**config.mk**
```make
export PLATFORM = sky130hd
export DESIGN_NAME = regfile_wb_sched_flat
export DESIGN_NICKNAME = d
export VERILOG_FILES = /design/src/rtl/regfile_wb_sched_if.sv /design/src/rtl/regfile_wb_sched.sv /design/src/flat_wrapper.sv
export SDC_FILE = /design/constraint.sdc
export NUM_CORES = 1
export LEC_CHECK = 0
export CAP_MARGIN = 20
export CORE_MARGIN = 10
export CORE_UTILIZATION = 45
export CTS_CLUSTER_DIAMETER = 80
export CTS_CLUSTER_SIZE = 10
export DETAILED_ROUTE_END_ITERATION = 10
export GPL_TIMING_DRIVEN = 1
export PLACE_DENSITY_LB_ADDON = 0.3
export SYNTH_ARGS = -nofsm -noshare
export SYNTH_HDL_FRONTEND = slang
export SYNTH_SLANG_ARGS = --single-unit
export TNS_END_PERCENT = 1
```
**constraint.sdc**
```tcl
create_clock -name CLK -period 3.9 [get_ports CLK]
set_input_delay 0.39 -clock CLK [delete_from_list [all_inputs] [get_ports CLK]]
set_output_delay 0.39 -clock CLK [all_outputs]
set_load 0.01 [all_outputs]
```
**src/rtl/regfile_wb_sched_if.sv**
```systemverilog
// Bus bundle for the writeback scheduler: producer requests, register-file write port, hazard queries.
// Optional forwarding outputs appear when WB_FWD_EN is defined.
interface regfile_wb_sched_if;
  logic        a_valid, a_ready;
  logic [4:0]  a_reg;
  logic [31:0] a_data;
  logic        m_valid, m_ready;
  logic [4:0]  m_reg;
  logic [31:0] m_data;
  logic        RegWre;
  logic [4:0]  WriteReg;
  logic [31:0] WriteData;
  logic [4:0]  ReadReg1, ReadReg2;
  logic        rd1_pend, rd2_pend, idle;
`ifdef WB_FWD_EN
  logic        rd1_fwd_valid, rd2_fwd_valid;
  logic [31:0] rd1_fwd_data, rd2_fwd_data;
`endif

  modport slave (
    input  a_valid, a_reg, a_data, m_valid, m_reg, m_data, ReadReg1, ReadReg2,
    output a_ready, m_ready, RegWre, WriteReg, WriteData, rd1_pend, rd2_pend, idle
`ifdef WB_FWD_EN
    , output rd1_fwd_valid, rd1_fwd_data, rd2_fwd_valid, rd2_fwd_data
`endif
  );

  modport master (
    output a_valid, a_reg, a_data, m_valid, m_reg, m_data, ReadReg1, ReadReg2,
    input  a_ready, m_ready, RegWre, WriteReg, WriteData, rd1_pend, rd2_pend, idle
`ifdef WB_FWD_EN
    , input rd1_fwd_valid, rd1_fwd_data, rd2_fwd_valid, rd2_fwd_data
`endif
  );
endinterface

```
**src/rtl/regfile_wb_sched.sv**
```systemverilog
// Writeback scheduler: two per-source FIFOs plus an arrival-order FIFO feeding the single RF write port.
// Define WB_FWD_EN to add youngest-match forwarding data alongside the pending flags.
module regfile_wb_sched #(
  parameter int DEPTH = 2
) (
  input logic             CLK,
  input logic             RST,
  regfile_wb_sched_if.slave bus
);
  localparam int AW = $clog2(DEPTH);
  localparam int OW = AW + 1;
  localparam logic [AW:0] FULL = (AW+1)'(DEPTH);

  logic [4:0]    r_a_reg  [DEPTH];
  logic [31:0]   r_a_data [DEPTH];
  logic [OW-1:0] r_a_pos  [DEPTH];
  logic [4:0]    r_m_reg  [DEPTH];
  logic [31:0]   r_m_data [DEPTH];
  logic [OW-1:0] r_m_pos  [DEPTH];
  logic [AW-1:0] r_a_wp, r_a_rp, r_m_wp, r_m_rp;
  logic [AW:0]   r_a_cnt, r_m_cnt;
  logic          r_ord [2*DEPTH];
  logic [OW-1:0] r_ord_wp, r_ord_rp;
  logic [OW:0]   r_ord_cnt;
  logic          r_wre;
  logic [4:0]    r_wreg;
  logic [31:0]   r_wdata;

  logic          w_a_push, w_m_push, w_pop, w_src, w_pop_a, w_pop_m;
  logic [OW-1:0] w_m_slot;
  logic [4:0]    w_hd_reg;
  logic [31:0]   w_hd_data;
  logic [DEPTH-1:0] w_a_vld, w_m_vld;
  logic [4:0]    w_rd [2];
  logic [1:0]    w_pend;

  assign bus.a_ready = (r_a_cnt != FULL);
  assign bus.m_ready = (r_m_cnt != FULL);
  assign w_a_push    = bus.a_valid && bus.a_ready;
  assign w_m_push    = bus.m_valid && bus.m_ready;
  // A wins the earlier order slot when both sources push on the same edge
  assign w_m_slot    = r_ord_wp + OW'(w_a_push);

  assign w_pop     = (r_ord_cnt != '0);
  assign w_src     = r_ord[r_ord_rp];
  assign w_pop_a   = w_pop && !w_src;
  assign w_pop_m   = w_pop && w_src;
  assign w_hd_reg  = w_src ? r_m_reg[r_m_rp]  : r_a_reg[r_a_rp];
  assign w_hd_data = w_src ? r_m_data[r_m_rp] : r_a_data[r_a_rp];

  always_ff @(posedge CLK) begin
    if (!RST) begin
      r_a_wp <= '0; r_a_rp <= '0; r_a_cnt <= '0;
      r_m_wp <= '0; r_m_rp <= '0; r_m_cnt <= '0;
      r_ord_wp <= '0; r_ord_rp <= '0; r_ord_cnt <= '0;
      r_wre <= 1'b0; r_wreg <= '0; r_wdata <= '0;
    end else begin
      r_a_wp    <= r_a_wp + AW'(w_a_push);
      r_a_rp    <= r_a_rp + AW'(w_pop_a);
      r_a_cnt   <= r_a_cnt + (AW+1)'(w_a_push) - (AW+1)'(w_pop_a);
      r_m_wp    <= r_m_wp + AW'(w_m_push);
      r_m_rp    <= r_m_rp + AW'(w_pop_m);
      r_m_cnt   <= r_m_cnt + (AW+1)'(w_m_push) - (AW+1)'(w_pop_m);
      r_ord_wp  <= r_ord_wp + OW'(w_a_push) + OW'(w_m_push);
      r_ord_rp  <= r_ord_rp + OW'(w_pop);
      r_ord_cnt <= r_ord_cnt + (OW+1)'(w_a_push) + (OW+1)'(w_m_push) - (OW+1)'(w_pop);
      if (w_pop) begin
        r_wre   <= (w_hd_reg != 5'd0);
        r_wreg  <= w_hd_reg;
        r_wdata <= w_hd_data;
      end else begin
        r_wre   <= 1'b0;
      end
    end
  end

  // Storage is qualified by the counts, so it needs no reset
  always_ff @(posedge CLK) begin
    if (w_a_push) begin
      r_a_reg[r_a_wp]  <= bus.a_reg;
      r_a_data[r_a_wp] <= bus.a_data;
      r_a_pos[r_a_wp]  <= r_ord_wp;
      r_ord[r_ord_wp]  <= 1'b0;
    end
    if (w_m_push) begin
      r_m_reg[r_m_wp]  <= bus.m_reg;
      r_m_data[r_m_wp] <= bus.m_data;
      r_m_pos[r_m_wp]  <= w_m_slot;
      r_ord[w_m_slot]  <= 1'b1;
    end
  end

  always_comb begin
    for (int i = 0; i < DEPTH; i++) begin
      w_a_vld[i] = {1'b0, AW'(i) - r_a_rp} < r_a_cnt;
      w_m_vld[i] = {1'b0, AW'(i) - r_m_rp} < r_m_cnt;
    end
  end

  assign w_rd[0] = bus.ReadReg1;
  assign w_rd[1] = bus.ReadReg2;

  always_comb begin
    w_pend = '0;
    for (int p = 0; p < 2; p++) begin
      if (r_wre && r_wreg == w_rd[p]) w_pend[p] = 1'b1;
      for (int i = 0; i < DEPTH; i++) begin
        if (w_a_vld[i] && r_a_reg[i] == w_rd[p]) w_pend[p] = 1'b1;
        if (w_m_vld[i] && r_m_reg[i] == w_rd[p]) w_pend[p] = 1'b1;
      end
      if (w_rd[p] == 5'd0) w_pend[p] = 1'b0;
    end
  end

  assign bus.rd1_pend  = w_pend[0];
  assign bus.rd2_pend  = w_pend[1];
  assign bus.RegWre    = r_wre;
  assign bus.WriteReg  = r_wreg;
  assign bus.WriteData = r_wdata;
  assign bus.idle      = (r_a_cnt == '0) && (r_m_cnt == '0) && !r_wre;

`ifdef WB_FWD_EN
  logic [31:0] w_fdata [2];
  // Age 0 is the output register; queued entries rank by distance from the order-FIFO head
  always_comb begin
    for (int p = 0; p < 2; p++) begin
      logic [OW:0] best, age;
      best = '0;
      age  = '0;
      w_fdata[p] = r_wdata;
      for (int i = 0; i < DEPTH; i++) begin
        age = {1'b0, r_a_pos[i] - r_ord_rp} + (OW+1)'(1);
        if (w_a_vld[i] && r_a_reg[i] == w_rd[p] && age > best) begin
          best = age; w_fdata[p] = r_a_data[i];
        end
        age = {1'b0, r_m_pos[i] - r_ord_rp} + (OW+1)'(1);
        if (w_m_vld[i] && r_m_reg[i] == w_rd[p] && age > best) begin
          best = age; w_fdata[p] = r_m_data[i];
        end
      end
    end
  end

  assign bus.rd1_fwd_valid = w_pend[0];
  assign bus.rd2_fwd_valid = w_pend[1];
  assign bus.rd1_fwd_data  = w_fdata[0];
  assign bus.rd2_fwd_data  = w_fdata[1];
`endif
endmodule
```
**src/flat_wrapper.sv**
```systemverilog
// flat-port wrapper written by rule: the top's interface ports become plain ports
module regfile_wb_sched_flat 
#(
  parameter int DEPTH = 2
)
  (CLK, RST, bus_a_valid, bus_a_reg, bus_a_data, bus_m_valid, bus_m_reg, bus_m_data, bus_ReadReg1, bus_ReadReg2, bus_a_ready, bus_m_ready, bus_RegWre, bus_WriteReg, bus_WriteData, bus_rd1_pend, bus_rd2_pend, bus_idle);
  regfile_wb_sched_if bus_i ();
  input logic CLK;
  input logic RST;
  input wire logic [$bits(bus_i.a_valid)-1:0] bus_a_valid;
  input wire logic [$bits(bus_i.a_reg)-1:0] bus_a_reg;
  input wire logic [$bits(bus_i.a_data)-1:0] bus_a_data;
  input wire logic [$bits(bus_i.m_valid)-1:0] bus_m_valid;
  input wire logic [$bits(bus_i.m_reg)-1:0] bus_m_reg;
  input wire logic [$bits(bus_i.m_data)-1:0] bus_m_data;
  input wire logic [$bits(bus_i.ReadReg1)-1:0] bus_ReadReg1;
  input wire logic [$bits(bus_i.ReadReg2)-1:0] bus_ReadReg2;
  output wire logic [$bits(bus_i.a_ready)-1:0] bus_a_ready;
  output wire logic [$bits(bus_i.m_ready)-1:0] bus_m_ready;
  output wire logic [$bits(bus_i.RegWre)-1:0] bus_RegWre;
  output wire logic [$bits(bus_i.WriteReg)-1:0] bus_WriteReg;
  output wire logic [$bits(bus_i.WriteData)-1:0] bus_WriteData;
  output wire logic [$bits(bus_i.rd1_pend)-1:0] bus_rd1_pend;
  output wire logic [$bits(bus_i.rd2_pend)-1:0] bus_rd2_pend;
  output wire logic [$bits(bus_i.idle)-1:0] bus_idle;
  assign bus_i.a_valid = bus_a_valid;
  assign bus_i.a_reg = bus_a_reg;
  assign bus_i.a_data = bus_a_data;
  assign bus_i.m_valid = bus_m_valid;
  assign bus_i.m_reg = bus_m_reg;
  assign bus_i.m_data = bus_m_data;
  assign bus_i.ReadReg1 = bus_ReadReg1;
  assign bus_i.ReadReg2 = bus_ReadReg2;
  assign bus_a_ready = bus_i.a_ready;
  assign bus_m_ready = bus_i.m_ready;
  assign bus_RegWre = bus_i.RegWre;
  assign bus_WriteReg = bus_i.WriteReg;
  assign bus_WriteData = bus_i.WriteData;
  assign bus_rd1_pend = bus_i.rd1_pend;
  assign bus_rd2_pend = bus_i.rd2_pend;
  assign bus_idle = bus_i.idle;
  regfile_wb_sched #(.DEPTH(DEPTH)) u_core (.CLK(CLK), .RST(RST), .bus(bus_i));
endmodule
```
==> out/results.tsv, run 1 <==
stage	metric	value	unit
grt	grt_usage	0.154	
drt	ant_nets	0	
worst_setup_path	timing_worst_setup_path_type	in -> out	
layout	fin_nets	868	
min_path	hold_path_class	in -> reg	
timing	rsz0062_at_grt	no	
power	total_leakage_power	3.69	nW
layout	stdcell_count	1043	
placement	dpl.hpwl	13500	µm
floorplanning	die_x	159	µm
timing	final_hold_viol_count	0	
clock_network	cts_max_path_buffers	3	
synthesis	syn_inst	648	
timing	slew-limit-headroom	0.318	
clock_network	clk_pin_slew_worst_paths	50	ps
synthesis	synth_top_area_share	0.511	
worst_setup_path	path_max_fanout	6	
clock_network	tritoncts	done	
clock_network	cts_buffers	24	
clock_network	cts.sinks	207	
grt	grt_max_degree	73	
power	power	7.75	mW
synthesis	syn_area	8700	µm²
floorplanning	dieArea	25300	µm²
power	irDropWorstVdd	0.358	mV
drt	drc	0	
floorplanning	core	18900	µm²
drt	totalWireLength	20200	µm
timing	finalCritPeriodShare	0.783	
synthesis	postSynthAreaPerCell	13.4	µm²
synthesis	ys_warn_count	0	
layout	syn_to_final_growth	25.0	%
grt	grt_overflow	0	
clock_network	htree_levels	1	
synthesis	synth.yosys.seq_area_share	0.646	
placement	placed_cells	1000	
clock_network	ctsResizeCount	0	
layout	layout-drive-gt1-share	0.0602	
placement	gp_congestion	0.902	
run_status	status	completed	
job	maxCapViolations	0	
grt	antenna_found_initial	1	
synthesis	synth-edff-count	148	
layout	fin_util	0.576	
worst_setup_path	critPathCaptureType	output pin	
synthesis	ys_types	38	
synthesis	synthTopCellsByArea	edfxtp_1 (51%), dfxtp_1 (14%), a211oi_1 (6.0%)	
drt	viasPerCell	5.28	
synthesis	async_flop_share	0	
synthesis	ys.flop_type	edfxtp_1	
timing	fmax	327	MHz
drt	firstDrtPassIters	4	
worst_setup_path	critPathArrivalTime	2670	ps
floorplanning	die_h	159	µm
grt	first_global_vias	5892	
placement	port_buffers	130	
timing	worst_pin_slew	1020	ps
timing	setup_viol_count_final	0	
clock_network	post_cts_buffers	0	
clock_network	clock_latency	510	ps
floorplanning	num_rows	50	
floorplanning	io_pins	131	
clock_network	cts_hold_buf	0	
worst_setup_path	start_kind	primary input	
timing	layout_min_cycle_time	3060	ps
worst_setup_path	required	3510	ps
power	powerDensity	712	nW/µm²
timing	drv_slew	0	
drt	wire_per_inst	19.4	µm
synthesis	yosysTopAreaCell	edfxtp_1	
drt	dr_total_vias	5508	
timing	skew	16.2	ps
synthesis	synth-seq-cells	207	
drt	first_iter_violations	337	
grt	grt_pass1_wl	31800	µm
clock_network	root_buffer	clkbuf_16	
timing	setup_tns	0	ps
synthesis	syn_nets	750	
floorplanning	initial_utilization	0.461	
==> where the power goes <==
part / switching [mW] / internal, mW
clock: 0.806 / 1.18
combinational: 1.44 / 1.17
sequential: 0.316 / 2.84
==> layout by cell type (no fill, tap or decap), types with 4 or more instances in the layout <==
| master | count |
|---|---|
| xnor2_1 | 26 |
| dfxtp_1 | 57 |
| nor4_1 | 5 |
| clkbuf_1 | 15 |
| inv_1 | 13 |
| a21oi_1 | 47 |
| mux2i_1 | 37 |
| nor2b_1 | 73 |
| nor3_1 | 6 |
| nor2_1 | 9 |
| nand4_1 | 4 |
| a22oi_1 | 4 |
| clkdlybuf4s50_1 | 129 |
| ha_2 | 4 |
| edfxtp_1 | 148 |
| xor2_1 | 35 |
| buf_4 | 7 |
| ha_1 | 8 |
| o21ai_0 | 4 |
| or4_1 | 5 |
| clkbuf_16 | 25 |
| a211oi_1 | 70 |
| and2_1 | 17 |
| nand2_1 | 7 |
==> worst paths after layout <==
kind,start,end,slack (ps),cells past startpoint
hold reg to reg,u_core.bus.WriteData[2],u_core.bus.WriteData[2],510,2
setup reg to reg,u_core.r_ord_cnt[0],u_core.r_a_cnt[1],1410,9
setup / recovery,bus_ReadReg1[3],bus_rd1_pend,840,7
hold / removal,bus_m_data[23],u_core.r_m_data[1][23],470,1
==> logic make-up (layout without fill, tap and decap cells) <==
group / count (synthesis) / after routing / share of synthesized area
other: 0 / 2 / 0
XOR/XNOR: 61 / 61 / 0.0614
multiplexers: 39 / 39 / 0.0464
adder cells (fa/ha/maj): 14 / 14 / 0.0219
AND/OR/NAND/NOR: 133 / 133 / 0.0911
flip-flops: 207 / 207 / 0.646
AO/OA/AOI/OAI: 135 / 135 / 0.103
buffers and inverters: 59 / 192 / 0.0298
==> worst max-delay path, cell delays in order <==
cell	delay [ps]
clkdlybuf4s50_1	580
xor2_1	210
or4_1	520
nor3_1	200
a31oi_1	60
a21oi_1	150
clkdlybuf4s50_1	560
==> Yosys cell counts (9+ instances only) <==
library cell and n:
a21oi_1 47, a211oi_1 70, and2_1 17, dfxtp_1 59, clkbuf_1 30, mux2i_1 37
xnor2_1 26, buf_2 12, nor2b_1 73, inv_1 13, ha_1 12, edfxtp_1 148
xor2_1 35, nor2_1 9
==> routing by layer <==
metal / vias up / wire length (µm) / track usage
met2: 172 / 9580 / 0.255
li1: 2613 / - / -
met4: 0 / 353 / 0.0324
met3: 34 / 1360 / 0.0426
met5: - / 0 / 0
met1: 2689 / 8940 / 0.197
==> through the flow <==
step	setup slack (ps)	cell area, µm²	hold WS, ps
6_report	845	10900	467
3_3_place_gp	863	10200	497
2_1_floorplan	1470	8700	480
3_5_place_dp	870	10200	497
4_1_cts	849	10900	449
5_1_grt	696	10900	454
==> layout make-up <==
type	count	area [µm²]
Antenna cell	2	5.00
Clock buffer	40	682
Clock inverter	1	5.00
Fill cell	1572	8010
Inverter	14	52.6
Multi-Input combinational cell	382	2840
Sequential cell	207	5630
Tap cell	260	325
Timing Repair Buffer	137	1350
No activity file was read; power rests on OpenSTA's default activity.
==> run 2, diff against run 1 <==
==> constraint.sdc (replaced) <==
create_clock -name CLK -period 3.05 [get_ports CLK]
set_input_delay 0.305 -clock CLK [delete_from_list [all_inputs] [get_ports CLK]]
set_output_delay 0.305 -clock CLK [all_outputs]
set_load 0.01 [all_outputs]
==> run 2 against run 1 <==
Effect of this change: sequential share of layout area down 0.47 points; total power is 29% higher; combinational power is 30% higher; core utilization up 0.52 points; setup slack lost 730 ps; clock skew fell by 11 ps; largest cell class unchanged; largest power group unchanged.
==> out/results.tsv, run 2 (synthesized netlist as in run 1, its figures left out) <==
stage	metric	value	unit	change
layout	fin_nets	875		+0.81%
placement	gp_congestion	0.929		+3.1%
layout	final_common_cell	edfxtp_1		
layout	syn_to_final_growth	26.2	%	
grt	first_global_vias	5659		-4.0%
power	total_leakage_power	3.74	nW	+1.3%
timing	skew	4.74	ps	-11.5 ps
power	irDropWorstVdd	0.584	mV	+63%
grt	grt_max_degree	72		-1.4%
worst_setup_path	rr_endpoint	u_core.r_ord_cnt[2]		
floorplanning	initial_utilization	0.461		unchanged
timing	final_hold_viol_count	0		unchanged
drt	viasPerCell	5.20		-1.5%
floorplanning	dieArea	25300	µm²	unchanged
timing	drv_slew	0		unchanged
floorplanning	num_rows	50		unchanged
layout	regArea	5630	µm²	unchanged
run_status	status	completed		
timing	setup_tns	0	ps	unchanged
worst_setup_path	critPathCaptureType	output pin		
grt	grt_pass1_wl	31500	µm	-0.91%
drt	dr_total_vias	5474		-0.62%
layout	final_cell_mix	edfxtp_1 (148), clkdlybuf4s50_1 (129), nor2b_1 (73)		
drt	wire_per_inst	19.4	µm	+0.12%
timing	slew-limit-headroom	0.411		+0.0938
floorplanning	die_x	159	µm	unchanged
clock_network	clock_latency	500	ps	about the same
timing	setup_viol_count_final	0		unchanged
timing	layout_min_cycle_time	2930	ps	
clock_network	post_cts_buffers	0		unchanged
drt	ant_nets	0		unchanged
layout	nFillCells	1556		-1.0%
power	powerDensity	908	nW/µm²	+27%
clock_network	clk_pin_slew_worst_paths	50	ps	about the same
placement	port_buffers	130		unchanged
worst_setup_path	rrSetupSlack	690	ps	-720 ps
drt	totalWireLength	20400	µm	+0.99%
clock_network	htree_levels	1		unchanged
layout	layout-drive-gt1-share	0.0683		+0.00809
timing	fmax	341	MHz	
drt	firstDrtPassIters	5		+1
timing	whs	385	ps	-81.7 ps
clock_network	cts_hold_buf	0		unchanged
min_path	hold_depth	1		unchanged
clock_network	cts.sinks	207		unchanged
grt	antenna_found_initial	1		unchanged
worst_setup_path	reg2reg_depth	9		unchanged
drt	drc	0		unchanged
floorplanning	die_h	159	µm	unchanged
worst_setup_path	r2r_start	u_core.r_ord_cnt[0]		
layout	multi_input_area	2840	µm²	unchanged
job	maxCapViolations	0		unchanged
worst_setup_path	start_kind	flip-flop		
drt	first_iter_violations	327		-3.0%
timing	finalCritPeriodShare	0.962		
clock_network	ctsResizeCount	0		unchanged
clock_network	cts_buffers	24		unchanged
min_path	hold_path_class	in -> reg		
clock_network	cts_max_path_buffers	3		unchanged
floorplanning	core	18900	µm²	unchanged
clock_network	root_buffer	clkbuf_16		
min_path	min-delay-start	bus_m_data[9]		
floorplanning	io_pins	131		unchanged
layout	fin_util	0.581		+0.00523
placement	dpl.hpwl	13600	µm	+0.80%
grt	grt_usage	0.153		-0.000664
clock_network	tritoncts	done		
worst_setup_path	critPathArrivalTime	2630	ps	-40 ps
min_path	holdPathEnd	u_core.r_m_data[0][9]		
timing	worst_pin_slew	883	ps	-141 ps
worst_setup_path	timing_worst_setup_path_type	reg -> out		
worst_setup_path	path_max_fanout	3		-3
grt	grt_overflow	0		unchanged
worst_setup_path	required	2740	ps	-770 ps
timing	rsz0062_at_grt	no		
run 2: how the worst max path moves through the flow:
stage	start	endpoint	slack [ps]	depth (start not counted)
final	u_core.r_m_reg[1][3]	bus_rd1_pend	120	6
after global routing	u_core.r_a_reg[1][4]	bus_rd1_pend	4	6
after CTS	u_core.r_a_reg[1][4]	bus_rd1_pend	90	6
after detailed placement	bus_ReadReg1[3]	bus_rd1_pend	240	7
after global placement	bus_ReadReg1[3]	bus_rd1_pend	220	7
after floorplan	u_core.r_ord_cnt[0]	u_core.r_ord_cnt[2]	620	9
run 2: power by group:
group	leakage (nW)	internal, mW	switching (mW)	total (mW)
clock network	0.333	1.52	1.03	2.55
registers	1.87	3.63	0.388	4.02
logic	1.54	1.53	1.87	3.40
total	3.74	6.68	3.29	9.97
run 2: layout make-up:
| cell class | instances | area share |
|---|---|---|
| sequential | 207 | 0.513 |
| multi-input combinational | 382 | 0.258 |
| clock buffer | 43 | 0.0631 |
| inverter | 14 | 0.00479 |
| clock inverter | 1 | 0.000456 |
| antenna | 1 | 0.000228 |
| tap | 260 | 0.0296 |
| timing repair buffer | 144 | 0.131 |
run 2: metal layers:
layer / part of all wire / up-vias / GRT usage
li1: - / 2628 / -
met3: 0.073 / 30 / 0.0426
met5: 0 / - / 0
met4: 0.012 / 0 / 0.0299
met1: 0.45 / 2642 / 0.199
met2: 0.47 / 174 / 0.252
run 2: per-stage QoR:
step | power (mW) | cells | cell area (µm²) | setup WS [ps]
2_1_floorplan | 6.31 | 648 | 8700 | 621
3_5_place_dp | 7.50 | 1007 | 10300 | 235
4_1_cts | 10.1 | 1051 | 11000 | 94.5
6_report | 9.97 | 1052 | 11000 | 115
3_3_place_gp | 7.38 | 1007 | 10300 | 218
5_1_grt | 10.6 | 1051 | 11000 | 3.55
run 2: critical path, cell delays in order (launching register included):
cell and delay [ps]:
edfxtp_1 470, xor2_1 200, or4_1 510, nor3_1 190, a31oi_1 60, a21oi_1 140
clkdlybuf4s50_1 550
==> run 3, diff against run 2 <==
--- a/config.mk
+++ b/config.mk
@@ -9,10 +9,12 @@
 export CORE_MARGIN = 10
 export CORE_UTILIZATION = 45
 export CTS_CLUSTER_DIAMETER = 80
-export CTS_CLUSTER_SIZE = 10
+export CTS_CLUSTER_SIZE = 20
 export DETAILED_ROUTE_END_ITERATION = 10
 export GPL_TIMING_DRIVEN = 1
 export PLACE_DENSITY_LB_ADDON = 0.3
+export SKIP_LAST_GASP = 1
+export SLEW_MARGIN = 20
 export SYNTH_ARGS = -nofsm -noshare
 export SYNTH_HDL_FRONTEND = slang
 export SYNTH_SLANG_ARGS = --single-unit
==> run 3 against run 2 <==
Effect of this change: critical path depth is the same; design area shrank 2.6%; total power shrank 7.5%; count of clock-buffer cells in the layout shrank 21; via count shrank 1.4%; global-route usage shrank 0.28 points.
==> out/results.tsv, run 3 (synthesized netlist as in run 1, its figures left out) <==
stage	metric	value	unit	change
clock_network	tritoncts	done		
layout	fin_area	10700	µm²	-2.6%
power	p_int	6.07	mW	-9.1%
clock_network	cts_buffers	14		-42%
clock_network	ctsResizeCount	0		unchanged
clock_network	post_cts_buffers	0		unchanged
grt	grt_overflow	0		unchanged
timing	skew	16.8	ps	+12.1 ps
clock_network	root_buffer	clkbuf_16		
min_path	hold_path_class	in -> reg		
drt	firstDrtPassIters	6		+1
drt	wire_per_inst	19.4	µm	about the same
grt	met2_usage	0.252		+0.000381
drt	first_iter_violations	347		+6.1%
worst_setup_path	critPathCaptureType	output pin		
worst_setup_path	reg2reg_depth	9		unchanged
placement	dpl_cell_area	10300	µm²	unchanged
worst_setup_path	startpoint	u_core.r_a_reg[1][4]		
placement	dpl.hpwl	13600	µm	unchanged
power	switching_share	0.341		+0.0113
run_status	status	completed		
layout	fin_util	0.566		-0.0148
power	p_comb_frac	0.366		+0.025
layout	final_cell_mix	edfxtp_1 (148), clkdlybuf4s50_1 (129), nor2b_1 (73)		
worst_setup_path	critPathArrivalTime	2610	ps	-20 ps
floorplanning	die_h	159	µm	unchanged
floorplanning	core	18900	µm²	unchanged
floorplanning	num_rows	50		unchanged
grt	use_met3	0.0392		-0.00336
worst_setup_path	start_kind	flip-flop		
clock_network	cts_hold_buf	0		unchanged
power	powerDensity	861	nW/µm²	-5.1%
power	total_leakage_power	3.61	nW	-3.6%
worst_setup_path	timing_worst_setup_path_type	reg -> out		
timing	final_hold_viol_count	0		unchanged
layout	layout-drive-gt1-share	0.0584		-0.00990
power	power	9.22	mW	-7.5%
drt	viasPerCell	5.23		+0.50%
min_path	hold_depth	1		unchanged
timing	setup_tns	0	ps	unchanged
job	maxCapViolations	0		unchanged
grt	use_met1	0.194		-0.00554
timing	fmax	343	MHz	+0.77%
timing	layout_min_cycle_time	2910	ps	-22.3 ps
timing	setup_slack	138	ps	+22.3 ps
grt	globalRoute.busiestLayer	met2		
power	seqPwrFrac	0.435		+0.032
clock_network	cts_max_path_buffers	3		unchanged
floorplanning	initial_utilization	0.461		unchanged
timing	worst_pin_slew	870	ps	-12.3 ps
drt	totalWireLength	20100	µm	-1.9%
floorplanning	io_pins	131		unchanged
clock_network	htree_levels	1		unchanged
grt	first_global_vias	5572		-1.5%
power	pwr-share-clk	0.199		-0.057
clock_network	clock_latency	470	ps	-30 ps
layout	fin_nets	865		-1.1%
timing	rsz0062_at_grt	no		
layout	nFillCells	1577		+1.3%
worst_setup_path	r2r_start	u_core.r_ord_cnt[0]		
placement	place_ws	235	ps	unchanged
grt	grt_usage	0.151		-0.00281
power	irDropWorstVdd	0.510	mV	-13%
clock_network	clk_pin_slew_worst_paths	80	ps	+30 ps
worst_setup_path	required	2740	ps	about the same
power	switching_power	3.15	mW	-4.4%
grt	grt_max_degree	72		unchanged
placement	port_buffers	130		unchanged
worst_setup_path	path_max_fanout	3		unchanged
timing	finalCritPeriodShare	0.955		-0.00732
worst_setup_path	rr_endpoint	u_core.r_ord_cnt[2]		
timing	setup_viol_count_final	0		unchanged
clock_network	cts.sinks	207		unchanged
worst_setup_path	crit_end	bus_rd1_pend		
timing	drv_slew	0		unchanged
floorplanning	dieArea	25300	µm²	unchanged
drt	dr_total_vias	5397		-1.4%
worst_setup_path	rrSetupSlack	690	ps	about the same
grt	antenna_found_initial	1		unchanged
layout	final_common_cell	edfxtp_1		
drt	drc	0		unchanged
placement	gp_congestion	0.929		unchanged
drt	ant_nets	0		unchanged
floorplanning	die_x	159	µm	unchanged
grt	grt_pass1_wl	31000	µm	-1.7%
timing	slew-limit-headroom	0.420		+0.00823
layout	syn_to_final_growth	22.9	%	
[run 3: cell count changes in the layout (fill, tap and decap cells not counted), sizes merged]
| cell | before | now |
|---|---|---|
| clkbuf | 43 | 22 |
| inv | 14 | 15 |
| clkinvlp | 0 | 1 |
| clkinv | 1 | 0 |
[run 3: area by class of cell]
type,instances,area (µm²),share of cell area
Clock buffer,22,402,0.0375
Inverter,14,52.6,0.00491
Clock inverter,2,16.3,0.00152
Tap cell,260,325,0.0304
Antenna cell,1,2.50,0.000234
Timing Repair Buffer,144,1440,0.134
Multi-Input combinational cell,382,2840,0.265
Sequential cell,207,5630,0.526
[run 3: critical path, stage by stage (launching register included)]
cell and delay (ps):
edfxtp_1 460, xor2_1 190, or4_1 500, nor3_1 200, a211oi_1 70, a21oi_1 160, clkdlybuf4s50_1 550
[run 3: worst min path at each step]
stage	from	to	slack [ps]
floorplan	bus_a_data[0]	u_core.r_a_data[0][0]	400
global placement	u_core.bus.WriteData[24]	u_core.bus.WriteData[24]	490
detailed placement	u_core.bus.WriteData[14]	u_core.bus.WriteData[14]	500
CTS	bus_m_data[20]	u_core.r_m_data[0][20]	400
global route	bus_m_data[22]	u_core.r_m_data[0][22]	400
finish	bus_m_data[18]	u_core.r_m_data[1][18]	420
[run 3: per-stage QoR]
step	cells	hold WS, ps
CTS	1031	400
finish	1032	418
global route	1031	396
floorplan	648	404
detailed placement	1007	500
global placement	1007	495
[run 3: layer usage]
| layer | wire, µm | vias to the layer above |
|---|---|---|
| li1 | - | 2600 |
| met1 | 8910 | 2596 |
| met2 | 9510 | 177 |
| met3 | 1400 | 24 |
| met4 | 225 | 0 |
| met5 | 0 | - |
[run 3: power groups by stage]
stage	registers [mW]	clock network [mW]	logic, mW
floorplan	3.99	0	2.32
global placement	4.04	0	3.33
detailed placement	4.07	0	3.43
CTS	4.01	1.89	3.45
global route	4.07	2.00	3.78
finish	4.01	1.83	3.38
